===== src/rtl/mssv_seq_tx.sv =====
// mssv_seq_tx -- framed symbol transmitter with a small request FIFO.
//
// Each accepted request carries the final symbol of a 4-symbol frame.
// Frames are emitted as 000, 110, 000, <req_sym>, followed by GAP_CYCLES
// idle symbols. After each frame a one-cycle done_tx pulse reports the
// result code a downstream detector is expected to produce.
//
// Ports:
//   clk          clock, rising-edge active
//   rst          asynchronous active-high reset
//   req_valid    request strobe
//   req_sym      final symbol of the requested frame
//   req_ready    FIFO not full
//   mssv_tx      registered symbol stream
//   tx_valid     mssv_tx carries a frame symbol
//   tx_last      4th symbol of a frame
//   done_tx      one-cycle pulse after a frame completes
//   expect_code  01 = final symbol even, 10 = odd; held between frames
//   busy         FSM active or FIFO non-empty
//   frame_cnt    completed frame counter, wraps at 256
module mssv_seq_tx #(
    parameter int         FIFO_DEPTH = 2,
    parameter int         GAP_CYCLES = 1,
    parameter logic [2:0] IDLE_SYM   = 3'b111
) (
    input  logic       clk,
    input  logic       rst,
    input  logic       req_valid,
    input  logic [2:0] req_sym,
    output logic       req_ready,
    output logic [2:0] mssv_tx,
    output logic       tx_valid,
    output logic       tx_last,
    output logic       done_tx,
    output logic [1:0] expect_code,
    output logic       busy,
    output logic [7:0] frame_cnt
);

    localparam int PW = (FIFO_DEPTH > 2) ? 2 : 1;
    localparam int CW = PW + 1;

    typedef enum logic [2:0] {IDLE, SYM0, SYM1, SYM2, SYM3, GAP} state_t;

    state_t        state;
    logic [2:0]    fifo_mem [FIFO_DEPTH];
    logic [PW-1:0] wr_ptr;
    logic [PW-1:0] rd_ptr;
    logic [CW-1:0] count;
    logic [2:0]    frame_sym;
    logic [2:0]    gap_cnt;
    logic          full;
    logic          empty;
    logic          push;
    logic          pop;
    logic          frame_end;

    function automatic logic [PW-1:0] ptr_inc(input logic [PW-1:0] p);
        return (p == PW'(FIFO_DEPTH - 1)) ? '0 : p + PW'(1);
    endfunction

    assign full      = (count == CW'(FIFO_DEPTH));
    assign empty     = (count == '0);
    assign req_ready = ~full;
    // Full blocks a push even if a pop happens on the same edge.
    assign push      = req_valid & ~full;
    // Points where the FSM may start a new frame.
    assign frame_end = (state == IDLE)
                     | ((state == SYM3) & (GAP_CYCLES == 0))
                     | ((state == GAP) & (gap_cnt == 3'd0));
    assign pop       = frame_end & ~empty;
    assign busy      = (state != IDLE) | ~empty;

    // Request storage needs no reset: occupancy is tracked by count.
    always_ff @(posedge clk) begin
        if (push) begin
            fifo_mem[wr_ptr] <= req_sym;
        end
    end

    always_ff @(posedge clk or posedge rst) begin
        if (rst) begin
            state       <= IDLE;
            wr_ptr      <= '0;
            rd_ptr      <= '0;
            count       <= '0;
            frame_sym   <= 3'd0;
            gap_cnt     <= 3'd0;
            mssv_tx     <= IDLE_SYM;
            tx_valid    <= 1'b0;
            tx_last     <= 1'b0;
            done_tx     <= 1'b0;
            expect_code <= 2'b00;
            frame_cnt   <= 8'd0;
        end else begin
            if (push) begin
                wr_ptr <= ptr_inc(wr_ptr);
            end
            if (pop) begin
                rd_ptr    <= ptr_inc(rd_ptr);
                frame_sym <= fifo_mem[rd_ptr];
            end
            case ({push, pop})
                2'b10:   count <= count + CW'(1);
                2'b01:   count <= count - CW'(1);
                default: count <= count;
            endcase

            // Frame completion bookkeeping lands in the cycle after SYM3.
            done_tx <= (state == SYM3);
            if (state == SYM3) begin
                expect_code <= frame_sym[0] ? 2'b10 : 2'b01;
                frame_cnt   <= frame_cnt + 8'd1;
            end

            // Outputs are registered with the state being entered; idle
            // values are the default and frame states override them.
            mssv_tx  <= IDLE_SYM;
            tx_valid <= 1'b0;
            tx_last  <= 1'b0;

            case (state)
                SYM0: begin
                    state    <= SYM1;
                    mssv_tx  <= 3'b110;
                    tx_valid <= 1'b1;
                end
                SYM1: begin
                    state    <= SYM2;
                    mssv_tx  <= 3'b000;
                    tx_valid <= 1'b1;
                end
                SYM2: begin
                    state    <= SYM3;
                    mssv_tx  <= frame_sym;
                    tx_valid <= 1'b1;
                    tx_last  <= 1'b1;
                end
                SYM3: begin
                    if (GAP_CYCLES > 0) begin
                        state   <= GAP;
                        gap_cnt <= 3'(GAP_CYCLES - 1);
                    end else begin
                        state <= IDLE;
                    end
                end
                GAP: begin
                    if (gap_cnt != 3'd0) begin
                        gap_cnt <= gap_cnt - 3'd1;
                    end else begin
                        state <= IDLE;
                    end
                end
                default: state <= IDLE;
            endcase

            // A pop always starts a new frame, overriding the IDLE choice.
            if (pop) begin
                state    <= SYM0;
                mssv_tx  <= 3'b000;
                tx_valid <= 1'b1;
                tx_last  <= 1'b0;
            end
        end
    end

endmodule


===== config.mk =====
export PLATFORM = sky130hd
export DESIGN_NAME = mssv_seq_tx
export DESIGN_NICKNAME = d
export VERILOG_FILES = /design/src/rtl/mssv_seq_tx.sv
export SDC_FILE = /design/constraint.sdc
export NUM_CORES = 1
export LEC_CHECK = 0
export CAP_MARGIN = 20
export CORE_MARGIN = 5
export CORE_UTILIZATION = 56
export CTS_BUF_LIST = sky130_fd_sc_hd__clkbuf_8 sky130_fd_sc_hd__clkbuf_16
export CTS_CLUSTER_SIZE = 28
export DETAILED_ROUTE_END_ITERATION = 8
export GPL_TIMING_DRIVEN = 0
export PLACE_DENSITY = 0.86
export SYNTH_ARGS = -nofsm -noshare
export SYNTH_HDL_FRONTEND = slang
export SYNTH_SLANG_ARGS = --single-unit

===== constraint.sdc =====
create_clock -name clk -period 3.4 [get_ports clk]
set_input_delay 0.51 -clock clk [delete_from_list [all_inputs] [get_ports clk]]
set_output_delay 0.51 -clock clk [all_outputs]
set_load 0.1 [all_outputs]

# Yosys cells after proc, flatten, opt, wreduce, memory -nomap -nowiden
# Memory sizes are Yosys's and may differ from the RTL's. A register that Yosys moved wholly into a read port is not among the register bits.
# Cells that the tools add are included.
[totals] in_bits=6 reg_bits=26 mem_bits_rw=6 elab_cells=61 n_memories=1
[op_classes] mux=17 bitwise=7 n_reduce_logical=9 n_eq_ne=10 addsub=6
[memory_table] name="fifo_mem" words=2 word_bits=3 read_ports=1 rd_clocked_by_memory_dff=1 wr=1 line="46" text="logic [2:0] fifo_mem [FIFO_DEPTH];"
[op_table] op="$pmux W3 S5" count=1
[op_table] op="$mux W3" count=4
[op_table] op="$pmux W3 S3" count=1
[op_table] op="$add A8 B1 Y8 const B" count=1
[op_table] op="$mux W1" count=8
[op_table] op="$eq A3 B2 Y1 const B" count=2
[op_table] op="$eq A3 B3 Y1 const B" count=2
[op_table] op="$logic_not A3 Y1" count=2
[op_table] op="$pmux W3 S2" count=1
[op_table] op="$reduce_bool A3 Y1" count=2
[op_table] op="$eq A2 B2 Y1 const B" count=2
[op_table] op="$pmux W2 S2" count=1
[op_table] op="$reduce_bool A2 Y1" count=2
[op_table] op="$and A1 B1 Y1" count=3
[op_table] op="$eq A3 B1 Y1 const B" count=1
[op_table] op="$ne A3 B3 Y1 const B" count=1
[op_table] op="$reduce_or A3 Y1" count=1
[op_table] op="$sub A3 B1 Y3 const B" count=1
[op_table] op="$add A1 B1 Y1 const B" count=2
[op_table] op="$add A2 B1 Y2 const B" count=1
[op_table] op="$eq A2 B1 Y1 const B" count=1
[op_table] op="$logic_not A2 Y1" count=1
[op_table] op="$mux W2" count=1
[op_table] op="$ne A2 B1 Y1 const B" count=1
[op_table] op="other kinds (4)" count=6

# Depth between registers and ports, before layout
[depth] depth_word=6 ltp_mapped=6

# Least setup slack after synthesis
# OpenSTA, ideal clock, no wires.
[synth_timing] path_type="register to output" from="register state[1]" to="output busy" arrival_ns=1.561 path_stages_with_launch=4 path_slack_ns=1.329 path_buffers=1 path_cell_list="dfrtp_1 > clkbuf_1 > nor2_1 > nand3b_1"
[synth_between] elab_chain_len=2
[synth_rtl] element="start: declaration" line="45" text="state_t state;"
[synth_rtl] element="start signal: assignment" line="83" text="state <= IDLE;"
[synth_rtl] element="start signal: assignment" line="124" text="state <= SYM1;"
[synth_rtl] element="start signal: assignment" line="129" text="state <= SYM2;"
[synth_rtl] element="$reduce_bool A3 Y1" line="72" text="assign busy = (state != IDLE) | ~empty;"
[synth_rtl] element="$or A1 B1 Y1" line="72"
[synth_rtl] element="end: declaration" line="36" text="output logic busy,"
# No other way between the ends.

# Worst setup path after layout
# Same ends and word-level chain as after synthesis.

==> metrics <==
hold_buf cts=0; gr ovfl total=0; CTS tree=done; Tot GR Track Use=0.156; Critical Path End Type=output pin; ant diodes=0; Horiz. Die Dim=61.5 µm; post-DP HPWL=1870 µm; CTS H-Tree Depth=2; Detailed Routing Iterations Pass 1=4; pin count of the biggest net entering global routing=30; warnings from Yosys=0; Synth Area per Inst=12.8 µm²; final antenna-violating net count=0; unique cell type count in the Yosys netlist=33; first-pass GRT wire length=4190 µm; Achievable Freq=335 MHz; layout overhead on the synthesized area=25.3%; #FFs+latches synth=35; CTS resizes=0; RSZ-0062 raised after global routing=no; FFs w/ async S/R, synth=0.829; Final nets=156; drt wl/cell=14.7 µm; Syn Inst Count=116; CTS max path bufs=2; WL final=2620 µm; vias per cell=5.59; CP Class=flip-flop to output pin; layout cells sized above 1=0.149; Slew Viols, Final=0; post-route insts no fill=178; Post-synth EDFFs=6; Place WS=0.734 ns; chip height=61.5 µm; min Tclk post-route=2.98 ns; Row Count=18; Worst-path clk slew=0.06 ns; starting density of the core=0.594; Final setup viols=0; # Max-Cap Violations=0; Worst EP required=2.89 ns; DR iter-0 viols=16; final worst path period share=0.878; postcts setup bufs=0; Most used DFF post-synth=dfrtp_1; placed instance count=169; HP Class=flip-flop to flip-flop; Vias=995; DRC errors left=0; num ports=24; crit path max fanout=10; GPL Wtd Cong=0.733; core area=0.00250 mm²; Clk Latency, worst-skew pair=0.28 ns; number of CTS-inserted buffers=5; die area=0.00378 mm²; initial antenna violation count=0; Root Driver=clkbuf_8; final worst setup slack=0.415 ns; Post-Route Utilization=0.744; Final Hold Fails=0; slew at the pin closest to its max-slew limit=0.977 ns; setup_tns=0 ns; critical path startpoint category=flip-flop; Post-Syn Area=0.00149 mm²; Clock Sinks=35; Fill cells=175; register area share after synthesis=0.612; status=completed; crit path DAT=2.47 ns; Net Count, Synth=125; vias in the first global route=968; clk_skew=0.00262 ns; IO Port Bufs=23; relative slew slack=0.347
[final timing paths]
path / start / to / slack [ns] / cells after the start
min: gap_cnt[0] / gap_cnt[0] / 0.46 / 1
min reg2reg: gap_cnt[0] / gap_cnt[0] / 0.46 / 1
max in group asynchronous: rst / count[0] / 2.35 / 3
min in group asynchronous: rst / expect_code[1] / 0.58 / 2
max: state[1] / busy / 0.42 / 4
max reg2reg: gap_cnt[0] / count[0] / 1.42 / 6
[registers in the layout (all words and copies together), names as in the netlist, 2 cells and up]
signal,cells
fifo_mem,6
frame_cnt,8
expect_code,2
frame_sym,3
count,2
state,3
gap_cnt,3
mssv_tx,3
[cell families after synthesis]
group / after synthesis / share of synthesized area
AND/OR/NAND/NOR: 37 / 0.134
flip-flops: 35 / 0.612
multiplexers: 8 / 0.0607
XOR/XNOR: 11 / 0.0741
buffers and inverters: 8 / 0.0202
AO/OA/AOI/OAI: 14 / 0.0733
adder cells (fa/ha/maj): 3 / 0.0253
[worst max-delay path, cell delays in order (launching register included)]
cell and delay [ns]:
dfrtp_1 0.43, clkbuf_1 0.39, nor2_1 0.12, nand3b_1 0.11
clkdlybuf4s50_1 1.14
[per-layer routing]
metal	vias to the layer above	part of all wire	GRT usage	routed length (µm)
li1	472	-	-	-
met1	492	0.41	0.178	1070
met4	0	0.018	0.0697	46
met2	24	0.51	0.268	1330
met3	7	0.065	0.0503	169
met5	-	0	0	0
[through the flow]
| stage | hold slack (ns) | cell area, µm² |
|---|---|---|
| 5_1_grt | 0.489 | 1860 |
| 3_5_place_dp | 0.456 | 1750 |
| 6_report | 0.464 | 1860 |
| 3_3_place_gp | 0.446 | 1750 |
| 2_1_floorplan | 0.430 | 1490 |
| 4_1_cts | 0.467 | 1830 |
[cells in the final DEF (no fill, tap or decap), drive strengths merged, types with 3 or more instances in the layout]
master / count
inv: 9
dfstp: 3
edfxtp: 6
dfrtp: 26
nand2: 11
clkbuf: 7
nand4: 4
clkdlybuf4s50: 23
xnor2: 5
ha: 3
nor2: 7
a21oi: 5
mux2: 8
xor2: 5
[layout make-up]
type / instances / area (µm²) / area share
sequential: 35 / 910 / 0.489
multi-input combinational: 73 / 546 / 0.293
timing repair buffer: 24 / 258 / 0.139
clock buffer: 5 / 68.8 / 0.0370
tap: 30 / 37.5 / 0.0202
inverter: 6 / 22.5 / 0.0121
clock inverter: 3 / 11.3 / 0.00605
buffer: 2 / 7.51 / 0.00403
[synthesized netlist by cell type (3+ instances only)]
cell type   n  area, µm²
ha_1        3       37.5
xnor2_1     5       43.8
dfrtp_1    26        651
dfstp_2     3       78.8
edfxtp_1    6        180
nand2_1    11       41.3
nand4_1     4       25.0
nor2_1      7       26.3
xor2_1      5       43.8
mux2_2      8       90.1
inv_1       6       22.5
a21oi_1     5       25.0
Power is left out: the tool's default activity adds up to more than one toggle a clock period on the data nets, which glitch-free logic cannot reach.
